## config.mk

```make
export PLATFORM = sky130hd
export DESIGN_NAME = wb_qbus_init
export DESIGN_NICKNAME = d
export VERILOG_FILES = /design/src/rtl/wb_qbus_init.sv
export SDC_FILE = /design/constraint.sdc
export NUM_CORES = 1
export LEC_CHECK = 0
export BUFFER_PORTS_ARGS = -buffer_cell sky130_fd_sc_hd__clkbuf_2
export CAP_MARGIN = 20
export CORE_MARGIN = 5
export CORE_UTILIZATION = 50
export CTS_CLUSTER_DIAMETER = 50
export DETAILED_ROUTE_END_ITERATION = 7
export PLACE_DENSITY = 0.8
export SYNTH_ARGS = -nofsm -noshare
export SYNTH_HDL_FRONTEND = slang
export SYNTH_SLANG_ARGS = --single-unit
```

## constraint.sdc

```tcl
create_clock -name vm_clk_p -period 2.8 [get_ports vm_clk_p]
set_input_delay 0.56 -clock vm_clk_p [delete_from_list [all_inputs] [get_ports vm_clk_p]]
set_output_delay 0.56 -clock vm_clk_p [all_outputs]
set_load 0.02 [all_outputs]
```

## src/rtl/wb_qbus_init.sv

```systemverilog
`default_nettype none
// ============================================================================
// Module   : wb_qbus_init
// Purpose  : Wishbone slave to Q-bus initiator bridge. Each Wishbone request
//            is run as one Q-bus DATI/DATO(B) cycle: address phase, SYNC,
//            data phase, DIN/DOUT strobe until RPLY, then RPLY release and
//            a single-clock Wishbone acknowledge.
// Revision : 1.0 - initial release
// ----------------------------------------------------------------------------
// Parameters
//   TSET  phase setup/hold length in clocks (1..15)
//   TMO   RPLY timeout in clocks (16..65535), used only with the macro below
// Build option
//   WB_QBUS_INIT_TIMEOUT_EN  enables the RPLY timeout and wbs_err_o
// Ports
//   vm_clk_p, vm_rst_n        clock, asynchronous active-low reset
//   wbs_*                     Wishbone slave (cyc/stb/we/sel/adr/dat/ack/err)
//   qb_ad_o/qb_ad_oe/qb_ad_i  Q-bus AD drive value, enable, sampled value
//   qb_sync/din/dout/wtbt     Q-bus control strobes (active high)
//   qb_rply_i                 Q-bus RPLY, asynchronous to vm_clk_p
// ============================================================================
module wb_qbus_init #(
    parameter int TSET = 2,
    parameter int TMO  = 1023
) (
    input  logic        vm_clk_p,
    input  logic        vm_rst_n,
    input  logic        wbs_cyc_i,
    input  logic        wbs_stb_i,
    input  logic        wbs_we_i,
    input  logic [1:0]  wbs_sel_i,
    input  logic [15:0] wbs_adr_i,
    input  logic [15:0] wbs_dat_i,
    output logic [15:0] wbs_dat_o,
    output logic        wbs_ack_o,
    output logic        wbs_err_o,
    output logic [15:0] qb_ad_o,
    output logic        qb_ad_oe,
    input  logic [15:0] qb_ad_i,
    output logic        qb_sync,
    output logic        qb_din,
    output logic        qb_dout,
    output logic        qb_wtbt,
    input  logic        qb_rply_i
);

    // Elaboration-time guard against out-of-range parameters.
    if (TSET < 1 || TSET > 15 || TMO < 16 || TMO > 65535) begin : g_param_check
        $error("wb_qbus_init: TSET or TMO out of range");
    end

    localparam logic [3:0] c_TSET_LAST = 4'(TSET - 1);

    typedef enum logic [2:0] {
        S_IDLE = 3'd0,
        S_ADR  = 3'd1,
        S_SYN  = 3'd2,
        S_DAT  = 3'd3,
        S_RUN  = 3'd4,
        S_END  = 3'd5,
        S_ACK  = 3'd6
    } state_t;

    state_t      state_q, state_d;
    logic [3:0]  phase_q;
    logic [15:0] adr_q, dat_q, rdata_q;
    logic        we_q, byte_q;
    logic        rply_meta_q, srply_q;
    logic        rply_low_q;   // srply seen low since SYN: guards against a stale RPLY
    logic        abort_q;      // master dropped cyc mid-cycle: suppress ack/err
    logic        phase_done;

    assign phase_done = (phase_q == c_TSET_LAST);

`ifdef WB_QBUS_INIT_TIMEOUT_EN
    localparam logic [15:0] c_TMO_LAST = 16'(TMO - 1);
    logic [15:0] tmo_cnt_q;
    logic        tmo_hit;
    logic        err_q;
`endif

    // ---------------- next-state ----------------
    always_comb begin
        state_d = state_q;
`ifdef WB_QBUS_INIT_TIMEOUT_EN
        tmo_hit = 1'b0;
`endif
        case (state_q)
            S_IDLE:  if (wbs_cyc_i && wbs_stb_i) state_d = S_ADR;
            S_ADR:   if (phase_done)             state_d = S_SYN;
            S_SYN:   if (phase_done)             state_d = S_DAT;
            S_DAT:   if (phase_done)             state_d = S_RUN;
            S_RUN:   if (srply_q && rply_low_q)  state_d = S_END;
            S_END:   if (!srply_q)               state_d = S_ACK;
            S_ACK:                               state_d = S_IDLE;
            default:                             state_d = S_IDLE;
        endcase
`ifdef WB_QBUS_INIT_TIMEOUT_EN
        // Timeout overrides a reply arriving in the same clock.
        if ((state_q == S_RUN || state_q == S_END) && tmo_cnt_q == c_TMO_LAST) begin
            tmo_hit = 1'b1;
            state_d = S_IDLE;
        end
`endif
    end

    // ---------------- state and datapath registers ----------------
    always_ff @(posedge vm_clk_p or negedge vm_rst_n) begin
        if (!vm_rst_n) begin
            state_q     <= S_IDLE;
            phase_q     <= 4'd0;
            adr_q       <= 16'h0000;
            dat_q       <= 16'h0000;
            rdata_q     <= 16'h0000;
            we_q        <= 1'b0;
            byte_q      <= 1'b0;
            rply_meta_q <= 1'b0;
            srply_q     <= 1'b0;
            rply_low_q  <= 1'b0;
            abort_q     <= 1'b0;
        end else begin
            state_q     <= state_d;
            rply_meta_q <= qb_rply_i;
            srply_q     <= rply_meta_q;

            if (state_d != state_q)
                phase_q <= 4'd0;
            else if (state_q == S_ADR || state_q == S_SYN || state_q == S_DAT)
                phase_q <= phase_q + 4'd1;

            if (state_q == S_IDLE && state_d == S_ADR) begin
                // Upper-byte-only access addresses the odd byte.
                adr_q  <= {wbs_adr_i[15:1], (wbs_sel_i == 2'b10) ? 1'b1 : wbs_adr_i[0]};
                dat_q  <= wbs_dat_i;
                we_q   <= wbs_we_i;
                byte_q <= (wbs_sel_i == 2'b01) || (wbs_sel_i == 2'b10);
            end

            if (state_q == S_RUN && state_d == S_END && !we_q)
                rdata_q <= qb_ad_i;

            if (state_q == S_IDLE)
                rply_low_q <= 1'b0;
            else if ((state_q == S_SYN || state_q == S_DAT || state_q == S_RUN) && !srply_q)
                rply_low_q <= 1'b1;

            if (state_q == S_IDLE)
                abort_q <= 1'b0;
            else if (!wbs_cyc_i)
                abort_q <= 1'b1;
        end
    end

`ifdef WB_QBUS_INIT_TIMEOUT_EN
    always_ff @(posedge vm_clk_p or negedge vm_rst_n) begin
        if (!vm_rst_n) begin
            tmo_cnt_q <= 16'd0;
            err_q     <= 1'b0;
        end else begin
            if (state_q == S_RUN || state_q == S_END)
                tmo_cnt_q <= tmo_cnt_q + 16'd1;
            else
                tmo_cnt_q <= 16'd0;
            err_q <= tmo_hit && wbs_cyc_i && !abort_q;
        end
    end
    assign wbs_err_o = err_q;
`else
    assign wbs_err_o = 1'b0;
`endif

    // ---------------- outputs ----------------
    // Decoded from the state register so reset clears them immediately.
    always_comb begin
        qb_ad_o  = 16'h0000;
        qb_ad_oe = 1'b0;
        qb_sync  = 1'b0;
        qb_din   = 1'b0;
        qb_dout  = 1'b0;
        qb_wtbt  = 1'b0;
        case (state_q)
            S_ADR, S_SYN: begin
                qb_ad_o  = adr_q;
                qb_ad_oe = 1'b1;
                qb_wtbt  = we_q;
                qb_sync  = (state_q == S_SYN);
            end
            S_DAT, S_RUN, S_END: begin
                qb_sync = 1'b1;
                if (we_q) begin
                    qb_ad_o  = dat_q;
                    qb_ad_oe = 1'b1;
                    qb_wtbt  = byte_q;
                end
                if (state_q == S_RUN) begin
                    qb_din  = !we_q;
                    qb_dout = we_q;
                end
            end
            default: ;
        endcase
    end

    assign wbs_ack_o = (state_q == S_ACK) && wbs_cyc_i && !abort_q;
    assign wbs_dat_o = rdata_q;

endmodule
`default_nettype wire

```

; Yosys cells after proc, flatten, opt, wreduce, memory -nomap -nowiden
; Cells that the tools add are included.
[classes]
n_addsub = 1
multipliers = 0
div = 0
order_cmp = 0
n_eq_ne = 13
shifts = 0
mux = 25
bitwise_logic = 0
n_reduce_logical = 21
[ops]
columns = op, count
row1 = 16-bit case mux with 2 select lines, 1
row2 = 3-bit two-way mux, 6
row3 = 3-bit case mux with 6 select lines, 1
row4 = 16-bit two-way mux, 1
row5 = "3-bit equality test, second input constant", 4
row6 = 1-bit two-way mux, 11
row7 = 1-bit logical AND, 8
row8 = 4-bit two-way mux, 2
row9 = "3-bit by 1-bit equality test with 1-bit output, second input constant", 2
row10 = "3-bit by 2-bit equality test with 1-bit output, second input constant", 2
row11 = 1-bit case mux with 2 select lines, 3
row12 = 1-bit logical OR, 5
row13 = "4-bit by 1-bit adder with 4-bit output, second input constant", 1
row14 = "4-bit by 1-bit equality test with 1-bit output, second input constant", 1
row15 = 2-bit nonzero test, 2
row16 = 1-bit zero test, 3
row17 = 3-bit zero test, 1
row18 = 3-bit inequality test, 1
row19 = 3-bit OR reduction, 1
row20 = "2-bit by 1-bit equality test with 1-bit output, second input constant", 1
row21 = "2-bit equality test, second input constant", 1
row22 = "2-bit by 1-bit inequality test with 1-bit output, second input constant", 1
row23 = 2-bit OR reduction, 1
[word_totals]
regBits = 61
latchBits = 0
ramBits = 0
rom_bits = 0
input_bits = 56
output_inout_bits = 39
word_cells = 71
n_memories = 0

; Logic depth before layout (Yosys ltp)
[logic_depth]
depth_word = 6
depth_mapped = 8
mapped_depth_nobuf = 7

; Least setup slack after synthesis
; Ideal clock, no wire load.
[synth_timing]
path_kind = reg2reg
start = register phase_q[1]
end = register adr_q[1]
t_arrival_ns = 2.452
path_slack_ns = 0.223
path_stages_with_launch = 9
period_less_slack_ns = 2.577
cell_sequence = dfrtp_1 > inv_1 > ha_1 > or3b_4 > mux2_2 > o2111a_2 > nor4_4 > buf_6 > mux2_2
[synth_between]
elab_chain_len = 5
word_cells_on_any_way = 7
cone_classes = 2 x eq/ne / 4 x mux / 1 x reduce/logical
[synth_rtl]
columns = element, line_no
row1 = from (decl), 65  ; logic [3:0] phase_q;
row2 = from (signal assigned), 129  ; phase_q <= phase_q + 4'd1;
row3 = 4-bit by 1-bit equality test with 1-bit output (*), 73  ; assign phase_done = (phase_q == c_TSET_LAST);
row4 = "3-bit two-way mux, on equally long branches", "92, 90, 91"
row5 = 3-bit case mux with 6 select lines (*), 88  ; case (state_q)
row6 = 3-bit by 1-bit equality test with 1-bit output (*), 131  ; if (state_q == S_IDLE && state_d == S_ADR) begin
row7 = 1-bit logical AND (*), 131
row8 = to (signal assigned), 133  ; adr_q <= {wbs_adr_i[15:1], (wbs_sel_i == 2'b10) ? 1'b1 : wbs_adr_i[0]};
row9 = to (decl), 66  ; logic [15:0] adr_q, dat_q, rdata_q;
; Mark *: on every way between the ends. The rest lies on a longest branch, timed or not.
; A chain may end at the register's enable or synchronous reset.

; Worst setup path in the final report
[layout_timing]
start = register state_q[1]
end = output port qb_ad_oe
[layout_between]
elab_chain_len = 3
word_cells_on_any_way = 8
cone_classes = 5 x eq/ne / 1 x mux / 2 x reduce/logical
[layout_rtl]
columns = element, line_no
row1 = from (decl), 64  ; state_t state_q, state_d;
row2 = from (signal assigned), 122  ; state_q <= state_d;
row3 = "3-bit by 2-bit equality test with 1-bit output, or another cell as far along", 181  ; case (state_q)
row4 = 3-bit OR reduction or 2-bit OR reduction (tied branches), 181
row5 = 1-bit case mux with 2 select lines (*), 181
row6 = to (decl), 38  ; output logic qb_ad_oe,
; Marks and branches as above.

==> flow_summary_export.csv <==
group,metric,value,unit
status,run_status,"finished clean",
final_layout,fin_cells,386,
placed_design,dpl-instance-area,3336,um2
min_path,worstHoldPathType,"input port to async pin",
floorplanning,die_x_extent,84.85,um
worst_setup_path,worstSetupEndpointType,"output pin",
yosys,synth.ff_latch_count,61,
clock_network,clk_pin_slew,0.06,ns
worst_setup_path,crit_path_max_fanout,14,
sta,layout_setup_ws,0.1899,ns
placed_design,dpl_worst_slack,0.1959,ns
worst_setup_path,reg2reg_setup_slack,0.19,ns
placed_design,place_congestion,0.8474,
sta,final_max_slew_viol_count,0,
final_layout,finalCoreUtilization,0.6383,
yosys,post_synth_inst_count,212,
floorplanning,design.portCount,95,
floorplanning,initial_core_util,0.5119,
pwr,power_dens_cells,1292,nW/um2
placed_design,place.detailed.hpwl,4588,um
worst_setup_path,timing.critical_path.cells,"and3b_1 > o21a_1 > buf_4 > or2_2 > clkbuf_2",
clock_network,cts_max_level,3,
pwr,p_int,2.701,mW
clock_network,worst_skew_pair.late_latency,0.33,ns
floorplanning,placement_rows,27,
yosys,synth.avg_cell_area,13.21,um2
yosys,yosys.cell_types.count,38,
sta,timing_hold_violations_final,0,
clock_network,tritoncts,"yes",
routing,detail_route.vias_per_cell,5.306,
pwr,power.ir.vdd_worst,0.0006621,V
yosys,synth_top_area_cells,"dfrtp_1 54%, mux2_2 20%, a22o_1 5.3%",
floorplanning,die_area,7200,um2
sta,fin_tns_setup,0,ns
routing,drt_iter0_markers,128,
placed_design,post-place-cells,370,
worst_setup_path,worst_r2r_path_depth,7,
worst_setup_path,critical-path-slowest-cell,"dfrtp_2",
final_layout,nNetsFinal,371,
routing,drc,0,
pwr,power.clock.fraction,0.139,
routing,drt_first_pass_iters,4,
worst_setup_path,worst-endpoint-required,2.24,ns
pwr,power.switching_fraction,0.4014,
pwr,power.total,4.512,mW
worst_setup_path,criticalPathCategory,"flop to output pin",
worst_setup_path,regToRegStartpoint,"phase_q[1]",
floorplanning,fp.dieH,84.85,um
worst_setup_path,setup.worst_path.start_class,"flop",
worst_setup_path,worst_r2r_endpoint,"wbs_dat_o[14]",
global_route,gr-usage-all-layers,0.1843,
placed_design,io_buffers,93,
pwr,power_frac_seq,0.344,
pwr,cellLeakagePower,1.726,nW
sta,layout_worst_path_cycle_share,0.9322,
job,maxCapViolations,0,
sta,worst_slew_margin_rel,0.5288,
routing,routed_wire_length_per_instance,16.10,um
global_route,first_pass_grt_wire_length,10470,um
clock_network,clock-sinks,61,
sta,hold-worst-slack,0.2698,ns
global_route,initial_antenna_violation_count,0,
pwr,power.net_switching,1.811,mW
global_route,grt_start_max_net_pins,35,
final_layout,flow.area_growth_from_synthesis,24.70,%
routing,routed_wire_length,6213,um
yosys,post-synth-top-area-cell,"dfrtp_1",
yosys,total_standard_cell_area_after_synthesis,2801,um2
clock_network,cts_post_setup_buffers_inserted,0,
clock_network,root_buffer,"clkbuf_8",
floorplanning,core_area,5473,um2
clock_network,cts-root-to-sink-buffers,2,
pwr,pwr-share-comb,0.517,
sta,grt_setup_unrepaired,"false",
yosys,synth_top_cell_area_share,0.5449,
sta,clock_skew,0.005025,ns
yosys,yosys_warnings,0,
global_route,via_count_of_the_first_global_routing_pass,2182,
routing,routed-via-count,2048,
worst_setup_path,critPathMaxStageDelay,0.51,ns
clock_network,cts-hold-fix-buffers,0,
sta,highest_achievable_clock_rate,383.1,MHz
final_layout,antenna_cells_inserted,0,
sta,setup_viol,0,
sta,tightestPinTransition,0.7068,ns
clock_network,cts-buffers-inserted,9,
final_layout,layout-drive-gt1-share,0.5318,
clock_network,postCtsResizedCells,0,
worst_setup_path,critPathArrivalTime,2.05,ns
yosys,ys_seq_area_frac,0.5449,
sta,post-route-min-period,2.610,ns
yosys,number_of_nets_produced_by_synthesis,274,
global_route,grt_remaining_overflow,0,
routing,postRouteAntennaNets,0,
final_layout,finalInstanceArea,3493,um2
## state kept, by name, indices dropped and copies added, names as in the netlist
name         cells
wbs_dat_o       16
srply_q          1
byte_q           1
phase_q          4
adr_q           16
abort_q          1
rply_low_q       1
state_q          3
we_q             1
dat_q           16
rply_meta_q      1
## worst max-delay path by stage
stage | startpoint | end | cells after the start
after floorplan | phase_q[1] | adr_q[1] | 8
after global placement | phase_q[1] | wbs_dat_o[14] | 7
after detailed placement | phase_q[1] | wbs_dat_o[14] | 7
after CTS | state_q[2] | qb_ad_o[10] | 5
after global routing | phase_q[1] | wbs_dat_o[14] | 7
final | state_q[1] | qb_ad_oe | 5
## worst max-delay path, delay by kind of cell (launching register included)
kind	cells	cell delay [ns]
AND/OR/NAND/NOR	2	0.54
flip-flops	1	0.51
buffers and inverters	2	0.39
AO/OA/AOI/OAI	1	0.28
## metal layers
layer | vias to the layer above | GRT usage | routed length, um
li1 | 957 | - | -
met1 | 1021 | 0.2179 | 2429
met2 | 55 | 0.3096 | 3366
met3 | 15 | 0.04369 | 291
met4 | 0 | 0.1007 | 127
met5 | - | 0 | 0
## power groups by stage
stage / clock network, mW / logic [mW] / registers, mW
4_1_cts: 0.648 / 2.36 / 1.54
3_3_place_gp: 0 / 2.29 / 1.53
5_1_grt: 0.687 / 2.53 / 1.60
2_1_floorplan: 0 / 1.71 / 1.55
6_report: 0.628 / 2.33 / 1.55
3_5_place_dp: 0 / 2.34 / 1.56
## cells in the mapped netlist (all sizes together)
cell and instances:
a21oi 3, a22o 17, a22oi 1, a31oi 1
and3 1, and3b 1, buf 10, clkbuf 2
conb 1, dfrtp 61, ha 6, inv 8
mux2 49, mux2i 2, nand2 7, nand2b 2
nand3 2, nand3b 1, nand4 1, nor2 9
nor2b 2, nor3 5, nor3b 1, nor4 2
nor4b 3, o2111a 1, o211ai 2, o21a 2
o21ba 1, or2 1, or3 1, or3b 1
or4 1, xnor2 4
## cell type report
class / count / area [um2]
repair buffers: 98 / 528.0
inverters: 8 / 30.03
clock buffers: 14 / 142.6
multi-input cells: 131 / 1164
well taps: 72 / 90.09
clock inverters: 2 / 10.01
flip-flops and latches: 61 / 1529
fillers: 464 / 1979
## placed cells by master, fill, tap and decap left out, types with 5 or more instances in the layout
cell,instances
inv_1,8
a22o_1,17
clkbuf_8,9
ha_1,6
dfrtp_1,59
nand2_1,7
mux2_2,49
clkbuf_1,5
nor2_1,9
nor3_1,5
clkbuf_2,93
## cell families after synthesis
group / count (synthesis) / share of synthesized area
compound gates: 28 / 0.08218
xor+xnor: 4 / 0.01250
fa+ha+maj: 6 / 0.02680
buf+inv: 20 / 0.04064
flops: 61 / 0.5449
mux: 51 / 0.2041
other cells: 1 / 0.001339
simple gates: 41 / 0.08755
Power figures use the tool's default switching activity.
